## src/rtl/flexbex_efpga_offload_ctrl.sv

```systemverilog
// eFPGA offload controller: captures one custom-instruction request, launches it on the fabric,
// and returns the selected result after a fixed delay or a done handshake with timeout.
module flexbex_efpga_offload_ctrl #(
  parameter int unsigned DATA_W         = 32,
  parameter int unsigned OP_W           = 2,
  parameter int unsigned NUM_RESULTS    = 3,
  parameter int unsigned DELAY_W        = 4,
  parameter int unsigned TIMEOUT_CYCLES = 64,
  parameter int unsigned CNT_W          = 16
) (
  input  logic                        clk_i,
  input  logic                        rst_i,
  input  logic                        en_i,
  input  logic [OP_W-1:0]             operator_i,
  input  logic [DATA_W-1:0]           operand_a_i,
  input  logic [DATA_W-1:0]           operand_b_i,
  input  logic [DELAY_W-1:0]          delay_i,
  output logic                        ready_o,
  output logic [DATA_W-1:0]           result_o,
  output logic                        err_o,
  output logic                        busy_o,
  output logic [CNT_W-1:0]            op_cnt_o,
  output logic [DATA_W-1:0]           efpga_operand_a_o,
  output logic [DATA_W-1:0]           efpga_operand_b_o,
  output logic [OP_W-1:0]             efpga_operator_o,
  output logic                        efpga_write_strobe_o,
  input  logic                        efpga_done_i,
  input  logic [NUM_RESULTS*DATA_W-1:0] efpga_results_i
);

  localparam int unsigned TimerW = $clog2(TIMEOUT_CYCLES);

  typedef enum logic [1:0] {StIdle, StIssue, StWait, StDone} state_e;

  state_e              state_q, state_d;
  logic [DATA_W-1:0]   opa_q, opb_q;
  logic [OP_W-1:0]     oper_q;
  logic [DELAY_W-1:0]  delay_q, dcnt_q;
  logic [TimerW-1:0]   timer_q;
  logic [DATA_W-1:0]   result_q;
  logic                err_q;
  logic [CNT_W-1:0]    op_cnt_q;

  logic                legal_op;
  logic                fixed_mode;
  logic                last_fixed;
  logic                timeout;
  logic [DATA_W-1:0]   sel_result;

  assign legal_op   = 32'(operator_i) < NUM_RESULTS;
  assign fixed_mode = delay_q != '0;
  assign last_fixed = dcnt_q == DELAY_W'(1);
  assign timeout    = timer_q == TimerW'(TIMEOUT_CYCLES - 1);

  // Only legal operators are ever latched, so oper_q always names an existing channel.
  always_comb begin
    sel_result = '0;
    for (int k = 0; k < int'(NUM_RESULTS); k++) begin
      if (oper_q == OP_W'(k)) begin
        sel_result = efpga_results_i[k*DATA_W +: DATA_W];
      end
    end
  end

  always_ff @(posedge clk_i) begin
    if (rst_i) begin
      state_q <= StIdle;
    end else begin
      state_q <= state_d;
    end
  end

  always_comb begin
    state_d = state_q;
    unique case (state_q)
      StIdle: begin
        if (en_i) begin
          state_d = legal_op ? StIssue : StDone;
        end
      end
      StIssue: state_d = StWait;
      StWait: begin
        if (fixed_mode) begin
          if (last_fixed) begin
            state_d = StDone;
          end
        end else if (efpga_done_i || timeout) begin
          state_d = StDone;
        end
      end
      StDone:  state_d = StIdle;
      default: state_d = StIdle;
    endcase
  end

  always_ff @(posedge clk_i) begin
    if (rst_i) begin
      opa_q    <= '0;
      opb_q    <= '0;
      oper_q   <= '0;
      delay_q  <= '0;
      dcnt_q   <= '0;
      timer_q  <= '0;
      result_q <= '0;
      err_q    <= 1'b0;
      op_cnt_q <= '0;
    end else begin
      unique case (state_q)
        StIdle: begin
          if (en_i) begin
            result_q <= '0;
            err_q    <= ~legal_op;
            if (legal_op) begin
              opa_q   <= operand_a_i;
              opb_q   <= operand_b_i;
              oper_q  <= operator_i;
              delay_q <= delay_i;
            end
          end
        end
        StIssue: begin
          dcnt_q  <= delay_q;
          timer_q <= '0;
        end
        StWait: begin
          if (fixed_mode) begin
            dcnt_q <= dcnt_q - DELAY_W'(1);
            if (last_fixed) begin
              result_q <= sel_result;
              err_q    <= 1'b0;
            end
          end else if (efpga_done_i) begin
            // Done wins over a coincident timeout.
            result_q <= sel_result;
            err_q    <= 1'b0;
          end else begin
            timer_q <= timer_q + TimerW'(1);
            if (timeout) begin
              result_q <= '0;
              err_q    <= 1'b1;
            end
          end
        end
        StDone: op_cnt_q <= op_cnt_q + CNT_W'(1);
        default: ;
      endcase
    end
  end

  always_comb begin
    ready_o              = 1'b0;
    result_o             = '0;
    err_o                = 1'b0;
    busy_o               = state_q != StIdle;
    efpga_write_strobe_o = 1'b0;
    unique case (state_q)
      StIssue: efpga_write_strobe_o = 1'b1;
      StDone: begin
        ready_o  = 1'b1;
        result_o = result_q;
        err_o    = err_q;
      end
      default: ;
    endcase
  end

  assign op_cnt_o          = op_cnt_q;
  assign efpga_operand_a_o = opa_q;
  assign efpga_operand_b_o = opb_q;
  assign efpga_operator_o  = oper_q;

endmodule
```

## config.mk

```make
export PLATFORM = sky130hd
export DESIGN_NAME = flexbex_efpga_offload_ctrl
export DESIGN_NICKNAME = d
export VERILOG_FILES = /design/src/rtl/flexbex_efpga_offload_ctrl.sv
export SDC_FILE = /design/constraint.sdc
export NUM_CORES = 1
export LEC_CHECK = 0
export ABC_CLOCK_PERIOD_IN_PS = 1800
export CAP_MARGIN = 10
export CORE_AREA = 2 2 131 133
export DETAILED_ROUTE_END_ITERATION = 6
export DIE_AREA = 0 0 133 135
export PLACE_DENSITY = 0.77
export SYNTH_ARGS = -nofsm -noshare
export SYNTH_HDL_FRONTEND = slang
export SYNTH_SLANG_ARGS = --single-unit
```

## constraint.sdc

```tcl
create_clock -name clk_i -period 1.8 [get_ports clk_i]
set_input_delay 0.45 -clock clk_i [delete_from_list [all_inputs] [get_ports clk_i]]
set_output_delay 0.45 -clock clk_i [all_outputs]
set_load 0.005 [all_outputs]
```

==> results.py, run 1 <==
metrics = {
    "cts": {
        "clock_sinks": 131,
        "clk_pin_slew_ns": 0.06,
        "clk_path_buf_depth": 2,
        "cts_root_buf": "clkbuf_16",
        "cts_max_level": 4,
        "clk_latency_ns": 0.41,
        "cts_tree": "yes",
        "numCtsBuffers": 17,
        "postCtsHoldBufs": 0,
    },
    "finish": {
        "layout-drive-gt1-share": 0.177,
        "nNetsFinal": 1265,
        "seq_area_um2": 2660,
        "area_growth_pct": 70.0,
        "final_cells": 1319,
        "multi_input_comb_area_um2": 3450,
        "antenna_cells": 0,
        "n_fill_cell": 1359,
    },
    "power_and_ir_drop": {
        "power_uw": 11900,
        "ir_drop_uv": 820,
        "p_per_area_nw_per_um2": 1130,
        "p_leak_uw": 0.00413,
    },
    "timing": {
        "period_share": 1.10,
        "maxSlewViolCount": 0,
        "skew_ns": 0.00720,
        "rsz0062_at_grt": "true",
        "fmax_mhz": 507,
        "hold_viol": 0,
        "layout_setup_ws_ns": -0.172,
        "slew-limit-headroom": 0.642,
        "worstMarginPinSlew_ns": 0.537,
        "period_minus_slack_ns": 1.97,
        "setup-violations-final": 67,
    },
    "route": {
        "dr.first_iter.drc_count": 238,
        "detail-route-antenna-nets": 0,
        "wire_per_inst_um": 15.5,
        "via_per_inst": 4.84,
        "drc": 0,
        "vias": 6387,
        "wirelength_um": 20400,
        "dr.pass1.iters": 5,
    },
    "worst_hold_path": {
        "min_path_type": "input pin to flip-flop",
    },
    "outcome": {
        "status": "finished, violations left",
        "violations": "negative setup slack",
    },
    "grt": {
        "grt.met2_usage": 0.390,
        "antenna_found_initial": 0,
        "grt_pass1_wl_um": 31000,
        "grt_pass1_vias": 6193,
        "grt_max_degree": 52,
        "busiest_layer": "met2",
        "met1_usage": 0.246,
        "grt_overflow": 0,
        "use_met3": 0.0646,
        "grt_usage": 0.218,
    },
    "setup_path": {
        "slowest_delay_ns": 0.35,
        "crit_arrival_ns": 1.52,
        "worstSetupPathType": "flip-flop to output port",
        "cp_max_fo": 4,
        "crit_family": "buffers and inverters",
        "crit_top_cell": "buf_6",
        "critPathBufInv": 4,
        "endpoint_kind": "output port",
        "required_ns": 1.35,
        "path_cells": "ha_4 > buf_6 > buf_6 > buf_6 > and2_4 > buf_6",
        "slowest_stage": "dfxtp_4",
        "cp-start-kind": "flip-flop",
    },
    "yosys": {
        "ys_dominant_reg_cell": "dfxtp_1",
        "syn_inst": 765,
        "synth_common_cells": "179 x nand2_1, 131 x dfxtp_1, 79 x a21oi_1",
        "ys_types": 48,
        "synth_area_um2": 6170,
        "synthTopCellsByArea": "dfxtp_1 42%, nand2_1 11%, mux2i_1 11%",
        "syn-num-nets": 943,
        "ys_ff_latch": 131,
        "synth.avg_cell_area_um2": 8.07,
        "synth_edf_count": 0,
        "synth_top_area_frac": 0.425,
        "ys_seq_area_frac": 0.425,
        "yosysWarnings": 0,
        "synth_most_common_cell": "nand2_1",
        "synth_area_leader_cell": "dfxtp_1",
        "async_reset_ff_frac": 0,
    },
    "floorplanning": {
        "die_w_um": 133,
        "fp.dieH_um": 135,
        "initial_core_util": 0.376,
        "ios": 288,
        "core_um2": 16400,
        "rows": 47,
        "die_area_um2": 18000,
    },
    "placement": {
        "dp_cells": 1270,
        "io_buffer_count": 287,
        "gp_congestion": 0.802,
        "dpl.hpwl_um": 14200,
    },
    "flow_run": {
        "drv_cap": 0,
    },
}
sequential cells by signal, summed over array words and instances, names as in the netlist, 4 cells and up:
name               count
op_cnt_o              16
efpga_operand_a_o     32
efpga_operand_b_o     32
delay_q                4
timer_q                6
result_q              32
dcnt_q                 4
kinds of logic (layout without fill, tap and decap cells):
group,Yosys count,in the layout,synth area share
and+or+nand+nor,344,344,0.253
AOI/OAI and AO/OA,139,139,0.131
DFF,131,131,0.425
muxes,67,67,0.109
buffers and inverters,64,398,0.0486
xor gates and xnor gates,12,12,0.0170
adders and majority gates,8,8,0.0162
area by class of cell:
class,count,area share
timing repair buffer,355,0.333
multi-input combinational,570,0.328
sequential,131,0.253
clock buffer,21,0.0420
tap,220,0.0262
clock inverter,10,0.0128
inverter,12,0.00453
final timing paths:
check	start	end	slack, ns	cells past startpoint
hold / removal	rst_i	efpga_operator_o[1]	0.33	2
setup reg to reg	delay_q[1]	result_q[18]	-0.11	6
setup / recovery	state_q[0]	result_o[28]	-0.17	6
hold reg to reg	efpga_operand_a_o[18]	efpga_operand_a_o[18]	0.45	2
placed cells by master, fill, tap and decap left out, types with 3 or more instances in the layout:
master,count
a21oi_1,78
and2_1,53
and2_4,13
and3_1,3
buf_12,9
buf_2,3
buf_4,44
buf_6,20
bufinv_16,3
clkbuf_1,4
clkbuf_16,19
clkbuf_2,24
clkdlybuf4s50_1,246
clkinv_2,4
dfxtp_1,112
dfxtp_2,14
dfxtp_4,5
ha_1,4
ha_4,4
inv_1,7
inv_2,4
mux2i_1,67
nand2_1,179
nand3_1,7
nand4_1,7
nor2_1,52
nor3_1,5
nor4_1,3
nor4_2,3
o21ai_0,35
o21ai_1,4
or3_1,6
xnor2_1,8
xor2_1,4
report_power, final:
| group | leakage [µW] | internal (µW) | total (µW) | switching (µW) |
|---|---|---|---|---|
| Sequential | 0.00108 | 3260 | 3490 | 226 |
| Combinational | 0.00278 | 2730 | 5000 | 2260 |
| Clock | 0.000277 | 2160 | 3400 | 1240 |
| Total | 0.00413 | 8160 | 11900 | 3730 |
stage by stage:
step	hold WS (ns)	setup TNS (ns)	util	setup WS, ns	area [µm²]
after floorplan	0.434	-0.947	-	-0.0335	6180
after global placement	0.441	-10.19	0.582	-0.220	9550
after detailed placement	0.446	-15.93	0.582	-0.264	9550
after CTS	0.297	-6.29	0.634	-0.412	10400
after global routing	0.330	-9.79	0.640	-0.219	10500
final	0.333	-5.90	0.640	-0.172	10500
metal layers:
layer	wire, µm	vias to the layer above	part of all wire
met3	1250	27	0.061
met5	0	-	0
met1	8250	2951	0.40
met4	404	0	0.020
li1	-	3202	-
met2	10500	207	0.51
timing repair:
item | 4_1_cts | 5_1_grt
resized for setup | 147 | 67
pin swaps | 10 | 6
setup buffers | 9 | 6
setup endpoints to repair | 87 | 80
cloned | 3 | 3
Power figures use the tool's default switching activity.
==> inputs of run 2 (changes only) <==
==> config.mk (replaced) <==
export PLATFORM = sky130hd
export DESIGN_NAME = flexbex_efpga_offload_ctrl
export DESIGN_NICKNAME = d
export VERILOG_FILES = /design/src/rtl/flexbex_efpga_offload_ctrl.sv
export SDC_FILE = /design/constraint.sdc
export NUM_CORES = 1
export LEC_CHECK = 0
export ABC_CLOCK_PERIOD_IN_PS = 2300
export CAP_MARGIN = 10
export CORE_AREA = 2 2 121 123
export DETAILED_ROUTE_END_ITERATION = 6
export DIE_AREA = 0 0 123 125
export PLACE_DENSITY = 0.85
export SYNTH_ARGS = -nofsm -noshare
export SYNTH_HDL_FRONTEND = slang
export SYNTH_SLANG_ARGS = --single-unit
==> constraint.sdc (replaced) <==
create_clock -name clk_i -period 2.3 [get_ports clk_i]
set_input_delay 0.575 -clock clk_i [delete_from_list [all_inputs] [get_ports clk_i]]
set_output_delay 0.575 -clock clk_i [all_outputs]
set_load 0.005 [all_outputs]
==> run 2 against run 1 <==
The flow finishes with violations (design-rule violations). Core utilization grew 5.5 points. Design area shrank 6.0%. Largest cell class is now multi-input combinational cells. Sequential share of layout area grew 1.3 points. Clock skew is essentially flat. Global-route usage grew 2.2 points. Setup slack gained 0.25 ns. Non-clock buffer count shrank 41.
==> results.py, run 2 (synthesis results as in run 1) <==
metrics = {
    "outcome": {
        "status": "finished, violations left",
        "violations": "design-rule violations",
    },
    "power_and_ir_drop": {
        "switching_power_uw": 2560,
        "ir_drop_uv": 625,
        "p_seq_frac": 0.334,
        "p_comb_frac": 0.362,
        "p_per_area_nw_per_um2": 833,
        "swShare": 0.312,
        "p_int_uw": 5650,
        "p_leak_uw": 0.00389,
        "pwr-share-clk": 0.304,
    },
    "worst_hold_path": {
        "holdPathEnd": "efpga_operand_b_o[1]",
        "holdPathStages": 2,
        "hp-start": "efpga_operand_b_o[1]",
        "min_path_type": "flip-flop to flip-flop",
    },
    "placement": {
        "gp_congestion": 0.811,
        "dpl.hpwl_um": 13200,
        "place_area_um2": 9250,
        "io_buffer_count": 287,
    },
    "setup_path": {
        "cp_max_fo": 7,
        "ff2ff_path_depth": 8,
        "worstSetupPathType": "flip-flop to output port",
        "rr_startpoint": "state_q[0]",
        "required_ns": 1.73,
        "cp-start-kind": "flip-flop",
        "ff2ff_setup_slack_ns": 0.10,
        "endpoint_kind": "output port",
        "r2r_end": "result_q[10]",
        "crit_arrival_ns": 1.65,
    },
    "floorplanning": {
        "ios": 288,
        "die_area_um2": 15400,
        "initial_core_util": 0.435,
        "die_w_um": 123,
        "fp.dieH_um": 125,
        "rows": 44,
        "core_um2": 14200,
    },
    "route": {
        "vias": 6191,
        "wl_met2_um": 9740,
        "top_layer": "met4",
        "via_per_inst": 4.99,
        "detail-route-antenna-nets": 0,
        "wl_met1_um": 7230,
        "dr.first_iter.drc_count": 399,
        "dr_wl_met3_um": 1270,
        "dr.pass1.iters": 7,
        "wirelength_um": 18700,
        "wire_per_inst_um": 15.1,
        "drc": 1,
    },
    "flow_run": {
        "drv_cap": 0,
    },
    "timing": {
        "hold_viol": 0,
        "maxSlewViolCount": 0,
        "skew_ns": 0.00763,
        "period_minus_slack_ns": 2.22,
        "fmax_mhz": 450,
        "setup-violations-final": 0,
        "period_share": 0.967,
        "fin_tns_setup_ns": 0,
        "worstMarginPinSlew_ns": 0.417,
        "slew-limit-headroom": 0.721,
        "rsz0062_at_grt": "true",
    },
    "finish": {
        "layout-drive-gt1-share": 0.0653,
        "antenna_cells": 0,
        "post-route-cell-area_um2": 9870,
        "final_cell_mix": "250 x clkdlybuf4s50_1, 179 x nand2_1, 128 x dfxtp_1",
        "area_growth_pct": 59.8,
        "nNetsFinal": 1224,
        "n_fill_cell": 1139,
        "final_common_cell": "clkdlybuf4s50_1",
    },
    "cts": {
        "cts_max_level": 4,
        "cts_tree": "yes",
        "clk_pin_slew_ns": 0.06,
        "clk_path_buf_depth": 2,
        "cts_root_buf": "clkbuf_16",
        "clock_sinks": 131,
        "postCtsHoldBufs": 0,
        "numCtsBuffers": 17,
        "clk_latency_ns": 0.41,
    },
    "grt": {
        "grt_pass1_vias": 5947,
        "grt_pass1_wl_um": 29100,
        "grt_overflow": 0,
        "antenna_found_initial": 0,
        "grt_usage": 0.240,
        "grt_max_degree": 71,
    },
}
## run 2: how the worst max path moves through the flow
stage | start | to | slack [ns] | depth (start not counted)
floorplan | delay_q[0] | result_q[0] | 0.45 | 6
global placement | en_i | result_q[10] | 0.12 | 5
detailed placement | en_i | result_q[10] | 0.09 | 5
CTS | state_q[1] | busy_o | -0.003 | 5
global route | state_q[1] | busy_o | -0.01 | 5
finish | state_q[1] | err_o | 0.08 | 5
## run 2: area by class of cell
class / count / area, µm² / area share
inverter: 12 / 45.0 / 0.00457
clock inverter: 5 / 52.6 / 0.00533
clock buffer: 24 / 492 / 0.0498
tap: 184 / 230 / 0.0233
timing repair buffer: 314 / 3140 / 0.318
multi-input combinational: 570 / 3280 / 0.332
sequential: 131 / 2630 / 0.267
## run 2: metrics by stage
stage               setup slack, ns  instances  hold slack [ns]  power [µW]   util
floorplan                     0.446        765            0.434        4570      -
global placement              0.119       1206            0.440        5600  0.652
detailed placement           0.0878       1206            0.446        5650  0.652
CTS                        -0.00267       1240            0.454        8250  0.694
global route                -0.0110       1240            0.469        8630  0.695
finish                       0.0770       1240            0.452        8220  0.695
## run 2: per-layer routing
metal  up-vias  GRT usage
met2       218      0.437
met4         0     0.0829
met3        33     0.0730
met1      2822      0.259
li1       3118          -
met5         -          0
## run 2: timing repair
action,in CTS,in global routing
resized for setup,43,3
cloned,1,0
setup buffers,4,0
pin swaps,1,0
endpoints found under the hold margin,0,0
endpoints found under the setup margin,35,28
## run 2: worst max-delay path: stages, from the launching register on
cell	delay, ns
dfxtp_4	0.36
ha_4	0.18
buf_12	0.12
buf_4	0.15
and2_1	0.13
dlygate4sd2_1	0.30
## run 2: power by group through the flow
stage	combinational [µW]	clock, µW	sequential [µW]
2_1_floorplan	1820	0	2750
3_3_place_gp	2850	0	2760
3_5_place_dp	2880	0	2770
4_1_cts	2970	2540	2740
5_1_grt	3230	2630	2770
6_report	2970	2500	2740
==> inputs of run 3 (changes only) <==
--- a/config.mk
+++ b/config.mk
@@ -11,6 +11,7 @@
 export DETAILED_ROUTE_END_ITERATION = 6
 export DIE_AREA = 0 0 123 125
 export PLACE_DENSITY = 0.85
+export REMOVE_ABC_BUFFERS = 1
 export SYNTH_ARGS = -nofsm -noshare
 export SYNTH_HDL_FRONTEND = slang
 export SYNTH_SLANG_ARGS = --single-unit
==> run 3 against run 2 <==
The run now ends clean. Clock-buffer cell count is the same. Register-to-register slack improved by 0.10 ns. Largest cell class unchanged. Design area fell by 0.30%. Critical path depth fell by 2. Clock skew is 0.0024 ns lower. Cell count barely moved. Die area unchanged. Non-clock buffer count fell by 4. Global-route usage decreased by 0.36 points. Largest power group unchanged. Routed wire length fell by 1.3%. Core utilization shrank 0.21 points. Clock power grew 7%.
==> results.py, run 3 (synthesis results as in run 1) <==
metrics = {
    "finish": {
        "final_cell_mix": "253 x clkdlybuf4s50_1, 179 x nand2_1, 128 x dfxtp_1",
        "nNetsFinal": 1220,
        "antenna_cells": 0,
        "layout-drive-gt1-share": 0.0635,
        "area_growth_pct": 59.3,
        "final_cells": 1239,
        "n_fill_cell": 1134,
        "final_common_cell": "clkdlybuf4s50_1",
    },
    "setup_path": {
        "endpoint_kind": "output port",
        "ff2ff_setup_slack_ns": 0.20,
        "cp_max_fo": 5,
        "cp-start-kind": "flip-flop",
        "required_ns": 1.73,
        "crit_arrival_ns": 1.65,
        "rr_startpoint": "delay_q[0]",
        "ff2ff_path_depth": 5,
        "worstSetupPathType": "flip-flop to output port",
        "r2r_end": "result_q[8]",
    },
    "route": {
        "via_per_inst": 5.02,
        "wire_per_inst_um": 14.9,
        "vias": 6220,
        "dr.first_iter.drc_count": 384,
        "drc": 0,
        "wirelength_um": 18400,
        "detail-route-antenna-nets": 0,
        "dr.pass1.iters": 5,
    },
    "cts": {
        "numCtsBuffers": 17,
        "cts_tree": "yes",
        "clk_pin_slew_ns": 0.05,
        "clock_sinks": 131,
        "cts_max_level": 4,
        "clk_path_buf_depth": 2,
        "cts_root_buf": "clkbuf_16",
        "clk_latency_ns": 0.42,
    },
    "power_and_ir_drop": {
        "ir_drop_uv": 596,
        "p_leak_uw": 0.00388,
        "p_per_area_nw_per_um2": 842,
    },
    "timing": {
        "fmax_mhz": 450,
        "fin_tns_setup_ns": 0,
        "maxSlewViolCount": 0,
        "setup-violations-final": 0,
        "worstMarginPinSlew_ns": 0.737,
        "hold_viol": 0,
        "slew-limit-headroom": 0.509,
        "skew_ns": 0.00526,
        "period_share": 0.967,
        "period_minus_slack_ns": 2.22,
        "rsz0062_at_grt": "false",
    },
    "floorplanning": {
        "core_um2": 14200,
        "die_area_um2": 15400,
        "fp.dieH_um": 125,
        "die_w_um": 123,
        "initial_core_util": 0.435,
        "ios": 288,
        "rows": 44,
    },
    "grt": {
        "grt_max_degree": 71,
        "antenna_found_initial": 0,
        "grt_usage": 0.236,
        "grt_pass1_wl_um": 28900,
        "grt_pass1_vias": 5901,
        "grt_overflow": 0,
    },
    "worst_hold_path": {
        "holdPathStages": 2,
        "min_path_type": "flip-flop to flip-flop",
        "hp-start": "efpga_operand_a_o[25]",
        "holdPathEnd": "efpga_operand_a_o[25]",
    },
    "outcome": {
        "status": "finished clean",
    },
    "placement": {
        "gp_congestion": 0.844,
        "io_buffer_count": 287,
        "dp_cells": 1206,
        "dpl.hpwl_um": 13400,
    },
    "flow_run": {
        "drv_cap": 0,
    },
}
==> run 3: cell types whose count changed in the layout (fill, tap and decap cells not counted), sizes merged, moves of 2 or more <==
cell           delta
dlygate4sd2       -5
dlymetal6s2s      +2
buf               -4
clkinvlp          +3
clkdlybuf4s50     +3
==> run 3: worst max path at each step <==
stage                           end  slack, ns  startpoint
2_1_floorplan           result_q[0]      -0.48  state_q[0]
4_1_cts                 result_o[4]     0.0007  state_q[1]
6_report       efpga_write_strobe_o       0.08  state_q[1]
5_1_grt        efpga_write_strobe_o      0.006  state_q[1]
3_3_place_gp            result_q[9]       0.10        en_i
3_5_place_dp            result_q[4]       0.05        en_i
==> run 3: layer usage <==
metal,wire [µm],track usage,up-vias
met2,9670,0.422,198
met1,7120,0.262,2860
met3,1060,0.0579,41
li1,-,-,3121
met4,584,0.103,0
met5,0,0,-
==> run 3: final cells by class <==
cell class	instances	area (µm²)	area share
flip-flops and latches	131	2630	0.267
clock buffers	24	492	0.0500
repair buffers	310	3060	0.311
inverters	12	45.0	0.00458
multi-input cells	570	3270	0.333
clock inverters	8	100	0.0102
well taps	184	230	0.0234
==> run 3: repair_timing <==
item                       CTS  global route
hold buffers                 0             0
resized for setup           39             6
setup endpoints to repair   35             4
setup buffers                1             0
pin swaps                    1             0
==> run 3: worst max-delay path, cell delays in order (launching register included) <==
cell	delay [ns]
dfxtp_4	0.35
inv_1	0.09
ha_2	0.24
clkdlybuf4s50_1	0.55
==> run 3: power by group <==
part	internal [µW]	leakage (µW)	switching (µW)	total, µW
Clock	1710	0.000278	978	2680
Sequential	2560	0.00107	183	2740
Combinational	1440	0.00253	1430	2860
==> run 3: through the flow <==
step | power (µW) | instance area (µm²) | hold WS [ns] | setup slack (ns) | utilization
2_1_floorplan | 4290 | 5920 | 0.435 | -0.477 | -
3_3_place_gp | 5530 | 9230 | 0.441 | 0.101 | 0.650
3_5_place_dp | 5580 | 9230 | 0.446 | 0.0548 | 0.650
4_1_cts | 8300 | 9820 | 0.453 | 0.000719 | 0.692
5_1_grt | 8700 | 9840 | 0.469 | 0.00621 | 0.693
6_report | 8290 | 9840 | 0.451 | 0.0758 | 0.693
